===== src/rtl/scr1_memif_pkg.sv =====
// Shared memory-interface definitions for the SCR1 core-side ports.
// Provides the command, access-width and response-code enums used by the
// instruction/data memory interfaces, plus a helper that classifies an
// access as misaligned from its width and byte offset.
package scr1_memif_pkg;

  typedef enum logic {
    SCR1_MEM_CMD_RD = 1'b0,
    SCR1_MEM_CMD_WR = 1'b1
  } type_scr1_mem_cmd_e;

  typedef enum logic [1:0] {
    SCR1_MEM_WIDTH_BYTE  = 2'b00,
    SCR1_MEM_WIDTH_HWORD = 2'b01,
    SCR1_MEM_WIDTH_WORD  = 2'b10,
    SCR1_MEM_WIDTH_ERROR = 2'b11
  } type_scr1_mem_width_e;

  typedef enum logic [1:0] {
    SCR1_MEM_RESP_NOTRDY = 2'b00,
    SCR1_MEM_RESP_RDY_OK = 2'b01,
    SCR1_MEM_RESP_RDY_ER = 2'b10
  } type_scr1_mem_resp_e;

  // BYTE is legal anywhere, HWORD on even offsets, WORD only on offset 0.
  // The reserved width encoding is always treated as an illegal access.
  function automatic logic scr1_mem_misaligned(input type_scr1_mem_width_e width,
                                               input logic [1:0]           off);
    logic mis;
    case (width)
      SCR1_MEM_WIDTH_BYTE:  mis = 1'b0;
      SCR1_MEM_WIDTH_HWORD: mis = off[0];
      SCR1_MEM_WIDTH_WORD:  mis = |off;
      default:              mis = 1'b1;
    endcase
    return mis;
  endfunction

endpackage


===== src/rtl/scr1_tcm_bridge_dmem_fmt.sv =====
// Data-port formatting for the TCM bridge (purely combinational).
// Request side : builds the byte-enable mask and lane-shifts store data
//                from the access width and byte offset.
// Response side: lane-shifts read data down by the registered offset and
//                zero-extends it to the registered access width.
// Ports:
//   req_width/req_off/req_wdata  current data request attributes
//   rsp_width/rsp_off/rsp_qb     registered attributes + raw port B data
//   be        byte enables for port B
//   wdata_sh  store data placed on its byte lanes
//   rdata_ext right-aligned, zero-extended load data
module scr1_tcm_bridge_dmem_fmt
  import scr1_memif_pkg::*;
#(
  parameter int unsigned SCR1_WIDTH = 32
) (
  input  type_scr1_mem_width_e    req_width,
  input  logic [1:0]              req_off,
  input  logic [SCR1_WIDTH-1:0]   req_wdata,
  input  type_scr1_mem_width_e    rsp_width,
  input  logic [1:0]              rsp_off,
  input  logic [SCR1_WIDTH-1:0]   rsp_qb,
  output logic [3:0]              be,
  output logic [SCR1_WIDTH-1:0]   wdata_sh,
  output logic [SCR1_WIDTH-1:0]   rdata_ext
);

  logic [3:0]            be_base;
  logic [SCR1_WIDTH-1:0] qb_sh;

  always_comb begin
    be_base = '0;
    case (req_width)
      SCR1_MEM_WIDTH_BYTE:  be_base = 4'b0001;
      SCR1_MEM_WIDTH_HWORD: be_base = 4'b0011;
      SCR1_MEM_WIDTH_WORD:  be_base = 4'b1111;
      default:              be_base = 4'b0000;
    endcase
    be       = be_base << req_off;
    wdata_sh = req_wdata << {req_off, 3'b000};
  end

  always_comb begin
    qb_sh     = rsp_qb >> {rsp_off, 3'b000};
    rdata_ext = qb_sh;
    case (rsp_width)
      SCR1_MEM_WIDTH_BYTE:  rdata_ext = {{(SCR1_WIDTH-8){1'b0}},  qb_sh[7:0]};
      SCR1_MEM_WIDTH_HWORD: rdata_ext = {{(SCR1_WIDTH-16){1'b0}}, qb_sh[15:0]};
      default:              rdata_ext = qb_sh;
    endcase
  end

endmodule


===== src/rtl/scr1_tcm_bridge.sv =====
// Bridge between the SCR1 instruction/data memory interfaces and a
// dual-port tightly-coupled RAM (1-cycle synchronous read, byte-masked write).
// Port A serves instruction fetches (read only); port B serves data loads
// and stores. Responses appear exactly one cycle after acceptance.
// Ports:
//   clk, rst_n                      clock, async active-low reset
//   imem_req/addr/req_ack/rdata/resp fetch interface
//   dmem_req/cmd/width/addr/wdata    data request
//   dmem_req_ack/rdata/resp          data response
//   mem_rena/addra/qa                RAM port A
//   mem_renb/wenb/webb/addrb/datab/qb RAM port B
module scr1_tcm_bridge
  import scr1_memif_pkg::*;
#(
  parameter int unsigned SCR1_SIZE  = 32'h00010000,
  parameter int unsigned SCR1_WIDTH = 32,
  parameter int unsigned AW         = $clog2(SCR1_SIZE)
) (
  input  logic                  clk,
  input  logic                  rst_n,
  // instruction fetch
  input  logic                  imem_req,
  input  logic [31:0]           imem_addr,
  output logic                  imem_req_ack,
  output logic [SCR1_WIDTH-1:0] imem_rdata,
  output logic [1:0]            imem_resp,
  // data access
  input  logic                  dmem_req,
  input  logic                  dmem_cmd,
  input  logic [1:0]            dmem_width,
  input  logic [31:0]           dmem_addr,
  input  logic [SCR1_WIDTH-1:0] dmem_wdata,
  output logic                  dmem_req_ack,
  output logic [SCR1_WIDTH-1:0] dmem_rdata,
  output logic [1:0]            dmem_resp,
  // RAM port A
  output logic                  mem_rena,
  output logic [AW-3:0]         mem_addra,
  input  logic [SCR1_WIDTH-1:0] mem_qa,
  // RAM port B
  output logic                  mem_renb,
  output logic                  mem_wenb,
  output logic [3:0]            mem_webb,
  output logic [AW-3:0]         mem_addrb,
  output logic [SCR1_WIDTH-1:0] mem_datab,
  input  logic [SCR1_WIDTH-1:0] mem_qb
);

  // Request decode
  type_scr1_mem_cmd_e   dmem_cmd_e;
  type_scr1_mem_width_e dmem_width_e;
  logic [1:0]           dmem_off;
  logic                 dmem_mis;
  logic                 dmem_wr;
  logic                 dmem_rd;
  logic                 same_word;
  logic                 imem_stall;
  logic                 imem_acc;

  // Response state
  logic                 imem_vld_q,  imem_vld_d;
  logic                 dmem_vld_q,  dmem_vld_d;
  logic                 dmem_err_q,  dmem_err_d;
  logic                 dmem_rd_q,   dmem_rd_d;
  logic [1:0]           off_reg_q,   off_reg_d;
  type_scr1_mem_width_e width_reg_q, width_reg_d;

  // Formatter outputs
  logic [3:0]            fmt_be;
  logic [SCR1_WIDTH-1:0] fmt_wdata;
  logic [SCR1_WIDTH-1:0] fmt_rdata;

  type_scr1_mem_resp_e  imem_resp_e;
  type_scr1_mem_resp_e  dmem_resp_e;

  // Address bits above the RAM size wrap; fetch byte offset is don't-care.
  logic unused_addr_bits;
  assign unused_addr_bits = ^{imem_addr[31:AW], imem_addr[1:0], dmem_addr[31:AW]};

  always_comb begin
    dmem_cmd_e   = type_scr1_mem_cmd_e'(dmem_cmd);
    dmem_width_e = type_scr1_mem_width_e'(dmem_width);
    dmem_off     = dmem_addr[1:0];
    dmem_mis     = scr1_mem_misaligned(dmem_width_e, dmem_off);
    dmem_wr      = dmem_req & (dmem_cmd_e == SCR1_MEM_CMD_WR) & ~dmem_mis;
    dmem_rd      = dmem_req & (dmem_cmd_e == SCR1_MEM_CMD_RD) & ~dmem_mis;
    same_word    = (imem_addr[AW-1:2] == dmem_addr[AW-1:2]);
    // Only a real store to the fetched word stalls the fetch; a load
    // (or a misaligned store, which never writes) shares the word freely.
    imem_stall   = imem_req & dmem_wr & same_word;
    imem_acc     = imem_req & ~imem_stall;
  end

  // Request-side outputs; enables are forced low while reset is asserted.
  always_comb begin
    imem_req_ack = ~imem_stall;
    dmem_req_ack = 1'b1;
    mem_rena     = imem_acc & rst_n;
    mem_addra    = imem_addr[AW-1:2];
    mem_renb     = dmem_rd & rst_n;
    mem_wenb     = dmem_wr & rst_n;
    mem_webb     = mem_wenb ? fmt_be : '0;
    mem_addrb    = dmem_addr[AW-1:2];
    mem_datab    = fmt_wdata;
  end

  always_comb begin
    imem_vld_d  = imem_acc;
    dmem_vld_d  = dmem_req;
    dmem_err_d  = dmem_req & dmem_mis;
    dmem_rd_d   = dmem_rd;
    off_reg_d   = dmem_req ? dmem_off     : off_reg_q;
    width_reg_d = dmem_req ? dmem_width_e : width_reg_q;
  end

  always_ff @(posedge clk or negedge rst_n) begin
    if (!rst_n) begin
      imem_vld_q  <= 1'b0;
      dmem_vld_q  <= 1'b0;
      dmem_err_q  <= 1'b0;
      dmem_rd_q   <= 1'b0;
      off_reg_q   <= '0;
      width_reg_q <= SCR1_MEM_WIDTH_BYTE;
    end else begin
      imem_vld_q  <= imem_vld_d;
      dmem_vld_q  <= dmem_vld_d;
      dmem_err_q  <= dmem_err_d;
      dmem_rd_q   <= dmem_rd_d;
      off_reg_q   <= off_reg_d;
      width_reg_q <= width_reg_d;
    end
  end

  scr1_tcm_bridge_dmem_fmt #(
    .SCR1_WIDTH (SCR1_WIDTH)
  ) u_dmem_fmt (
    .req_width  (dmem_width_e),
    .req_off    (dmem_off),
    .req_wdata  (dmem_wdata),
    .rsp_width  (width_reg_q),
    .rsp_off    (off_reg_q),
    .rsp_qb     (mem_qb),
    .be         (fmt_be),
    .wdata_sh   (fmt_wdata),
    .rdata_ext  (fmt_rdata)
  );

  // Response-side outputs: data is gated so nothing leaks outside the
  // response cycle (RAM outputs hold stale values between reads).
  always_comb begin
    imem_resp_e = imem_vld_q ? SCR1_MEM_RESP_RDY_OK : SCR1_MEM_RESP_NOTRDY;
    imem_rdata  = imem_vld_q ? mem_qa : '0;

    dmem_resp_e = SCR1_MEM_RESP_NOTRDY;
    if (dmem_vld_q) begin
      dmem_resp_e = dmem_err_q ? SCR1_MEM_RESP_RDY_ER : SCR1_MEM_RESP_RDY_OK;
    end
    dmem_rdata  = (dmem_vld_q & dmem_rd_q) ? fmt_rdata : '0;

    imem_resp   = imem_resp_e;
    dmem_resp   = dmem_resp_e;
  end

endmodule

===== config.mk =====
export PLATFORM = sky130hd
export DESIGN_NAME = scr1_tcm_bridge
export DESIGN_NICKNAME = d
export VERILOG_FILES = /design/src/rtl/scr1_memif_pkg.sv /design/src/rtl/scr1_tcm_bridge_dmem_fmt.sv /design/src/rtl/scr1_tcm_bridge.sv
export SDC_FILE = /design/constraint.sdc
export NUM_CORES = 1
export LEC_CHECK = 0
export ABC_AREA = 1
export BUFFER_PORTS_ARGS = -buffer_cell sky130_fd_sc_hd__buf_2
export CAP_MARGIN = 30
export CORE_AREA = 3 3 116 118
export DETAILED_ROUTE_END_ITERATION = 6
export DIE_AREA = 0 0 119 121
export GPL_TIMING_DRIVEN = 1
export PLACE_DENSITY = 0.61
export RECOVER_POWER = 50
export REMOVE_ABC_BUFFERS = 1
export SYNTH_ARGS = -nofsm -noshare
export SYNTH_HDL_FRONTEND = slang
export SYNTH_SLANG_ARGS = --single-unit

===== constraint.sdc =====
create_clock -name clk -period 1.4 [get_ports clk]
set_input_delay 0.14 -clock clk [delete_from_list [all_inputs] [get_ports clk]]
set_output_delay 0.14 -clock clk [all_outputs]
set_load 0.02 [all_outputs]

==> impl_metrics.toml <==
[global_routing]
grt_usage_pct = 12.0
grt.busiest_layer = "met2"
antenna_found_initial = 0
met3_usage_pct = 2.10
met1_usage_pct = 14.4
grt_pass1_vias = 3041
grt_start_max_net_pins = 34
grt_use_met2_pct = 21.7
grt_pass1_wl_um = 14400
overflow = 0

[logic_synthesis]
ys_seq_elements = 8
synthCells = 454
synth.distinct_cells = 35
synthTopCellsByArea = "nand2_1 (23%), buf_4 (12%), inv_1 (12%)"
yosysWarningCount = 0
ys_seq_area_share_pct = 8.29
yosysTopAreaCell = "nand2_1"
synthesis.area_mm2 = 0.00242
postSynthAreaPerCell_um2 = 5.32
synth_top_area_share_pct = 23.0

[power]
p_leak_nw = 2.64
max-vdd-ir-drop_v = 0.000265
powerDensity_mw_per_mm2 = 499

[die]
core.rowCount = 41
die_h_um = 121
die_width_um = 119
pin_count = 304
design.die.area_mm2 = 0.0144
start_util_pct = 19.2
coreArea_mm2 = 0.0126

[drt]
via_count = 3558
dr.first_iter.drc_count = 82
drtPass1Iterations = 4
drt-vias-per-instance = 4.04
ant_nets = 0
drt-wirelength-per-cell_um = 11.4
wirelength_um = 10000
drc = 0

[clocking]
htreeDepth = 1
clock_tree.root_cell = "clkbuf_16"
clkTransAtPathRegs_ns = 0.04
clkSinkCount = 8
cts_buffer_depth = 2
cts_inserted_buffers = 3
insertion_delay_ns = 0.23
cts_tree = "yes"

[worst_setup_path]
path_cells = "clkinv_4 -> clkbuf_16 -> nand2_2 -> a311oi_1 -> buf_2"
end_kind = "primary output"
max_stage_delay_ns = 0.44
start_kind = "flop"
cp.arrival_ns = 1.43
slowest_stage = "dfrtp_2"
worst_ep_required_time_ns = 1.26
cp_max_fo = 8
critPathKind = "flop to primary output"

[final_layout]
final_common_cell = "buf_2"
fillers = 1398
nets = 881
drive_gt1_share_pct = 45.3
antenna_cells = 0
multi_input_area_mm2 = 0.00171
syn_to_final_growth_pct = 77.9
ff_latch_area_um2 = 201
mostFrequentLayoutCells = "buf_2 (208), nand2_1 (133), inv_1 (73)"

[run]
cap_violations = 0

[sta]
finalSetupViolations = 29
tns_ns = -2.78
fin_skew_ns = 0
whs_ns = 0.125
hold_viol = 0
post-route-period-util_pct = 112
fin_ws_ns = -0.172
max_freq_mhz = 636
rsz0062_at_grt = "yes"
maxSlewViolCount = 0
period_minus_slack_ns = 1.57

[run_status]
violations = "negative setup slack"
status = "complete, but fails checks"

[placed_design]
port_buffers = 267
dp_hpwl_um = 8160
place_ws_ns = -0.104
gp_congestion = 0.796

[hold_path]
min-delay-path-class = "primary input to flop"
critical path, delay by kind of cell (launching register included):
kind	cells	cell delay, ns
buf+inv	3	0.47
flops	1	0.44
compound gates	1	0.25
simple gates	1	0.04
power breakdown:
group,internal [W],leakage [nW],switching [W],total (W)
Sequential,0.000250,0.0972,0.0000170,0.000267
Clock,0.000368,0.0370,0.000107,0.000474
Combinational,0.000577,2.51,0.000825,0.00140
Total,0.00119,2.64,0.000949,0.00214
synthesized netlist by cell type:
cell      instances
nand2_1         148
inv_1            77
nor2_1           64
buf_4            39
o21ai_0          20
a21oi_1          17
a22oi_1           9
a211oi_1          8
a311oi_1          8
dfrtp_1           8
mux2i_1           8
buf_2             7
o22ai_1           7
clkbuf_1          5
ha_1              4
buf_6             2
conb_1            2
inv_2             2
nand2_2           2
nand3_2           2
a211oi_2          1
a31oi_1           1
clkinv_8          1
inv_4             1
nand2_4           1
nand2_8           1
nand3_1           1
nand3_4           1
nor2_4            1
nor3_1            1
nor3_2            1
nor4_1            1
o21ai_1           1
o32ai_2           1
xnor2_1           1
sequential cells by signal (all words and copies together) (netlist names):
name / flops
imem_vld_q: 1
dmem_rd_q: 1
dmem_vld_q: 1
width_reg_q: 2
dmem_err_q: 1
off_reg_q: 2
cell type report:
type | count | share of cell area, %
inverter | 81 | 7.83
timing repair buffer | 304 | 41.1
sequential | 8 | 4.69
clock buffer | 3 | 1.75
tap | 172 | 5.01
multi-input combinational | 312 | 39.7
cells by family (layout without fill, tap and decap cells):
family	after synthesis	count (layout)	share of synthesized area (%)
AO/OA/AOI/OAI	73	73	19.3
AND/OR/NAND/NOR	224	224	37.9
other	2	2	0.311
buffers and inverters	134	388	28.5
XOR/XNOR	1	1	0.363
flip-flops	8	8	8.29
adder cells (fa/ha/maj)	4	4	2.07
multiplexers	8	8	3.31
metrics by stage:
stage	instances	utilization, %	total power, W	area (um2)
finish	880	34.2	0.00214	4300
CTS	872	32.0	0.00205	4030
global placement	867	30.7	0.00153	3860
global route	880	34.2	0.00230	4300
floorplan	401	-	0.000862	2050
detailed placement	867	30.7	0.00154	3860
per-layer routing:
| metal | vias to the layer above | wire length, um |
|---|---|---|
| li1 | 1879 | - |
| met4 | 0 | 154 |
| met2 | 153 | 5030 |
| met3 | 11 | 802 |
| met5 | - | 0 |
| met1 | 1515 | 4010 |
what timing repair did:
action	in CTS	in global routing
hold buffers	1	0
gates resized for setup	23	70
endpoints found under the setup margin	37	39
gates cloned	0	2
pin swaps	11	17
endpoints found under the hold margin	8	0
buffers inserted	1	6
final timing paths:
check | depth (start not counted) | slack (ns) | to | startpoint
worst max register to register | 4 | 0.37 | off_reg_q[0]$_DFFE_PN0P_ | off_reg_q[0]$_DFFE_PN0P_
min in group asynchronous | 3 | 0.62 | dmem_vld_q$_DFF_PN0_ | rst_n
worst min register to register | 2 | 0.56 | width_reg_q[0]$_DFFE_PN0P_ | width_reg_q[0]$_DFFE_PN0P_
worst min-delay path | 1 | 0.12 | dmem_vld_q$_DFF_PN0_ | dmem_req
max in group asynchronous | 3 | 0.46 | off_reg_q[0]$_DFFE_PN0P_ | rst_n
worst max-delay path | 5 | -0.17 | dmem_rdata[11] | off_reg_q[0]$_DFFE_PN0P_
Note: power is estimated with default switching activity, not from simulation.
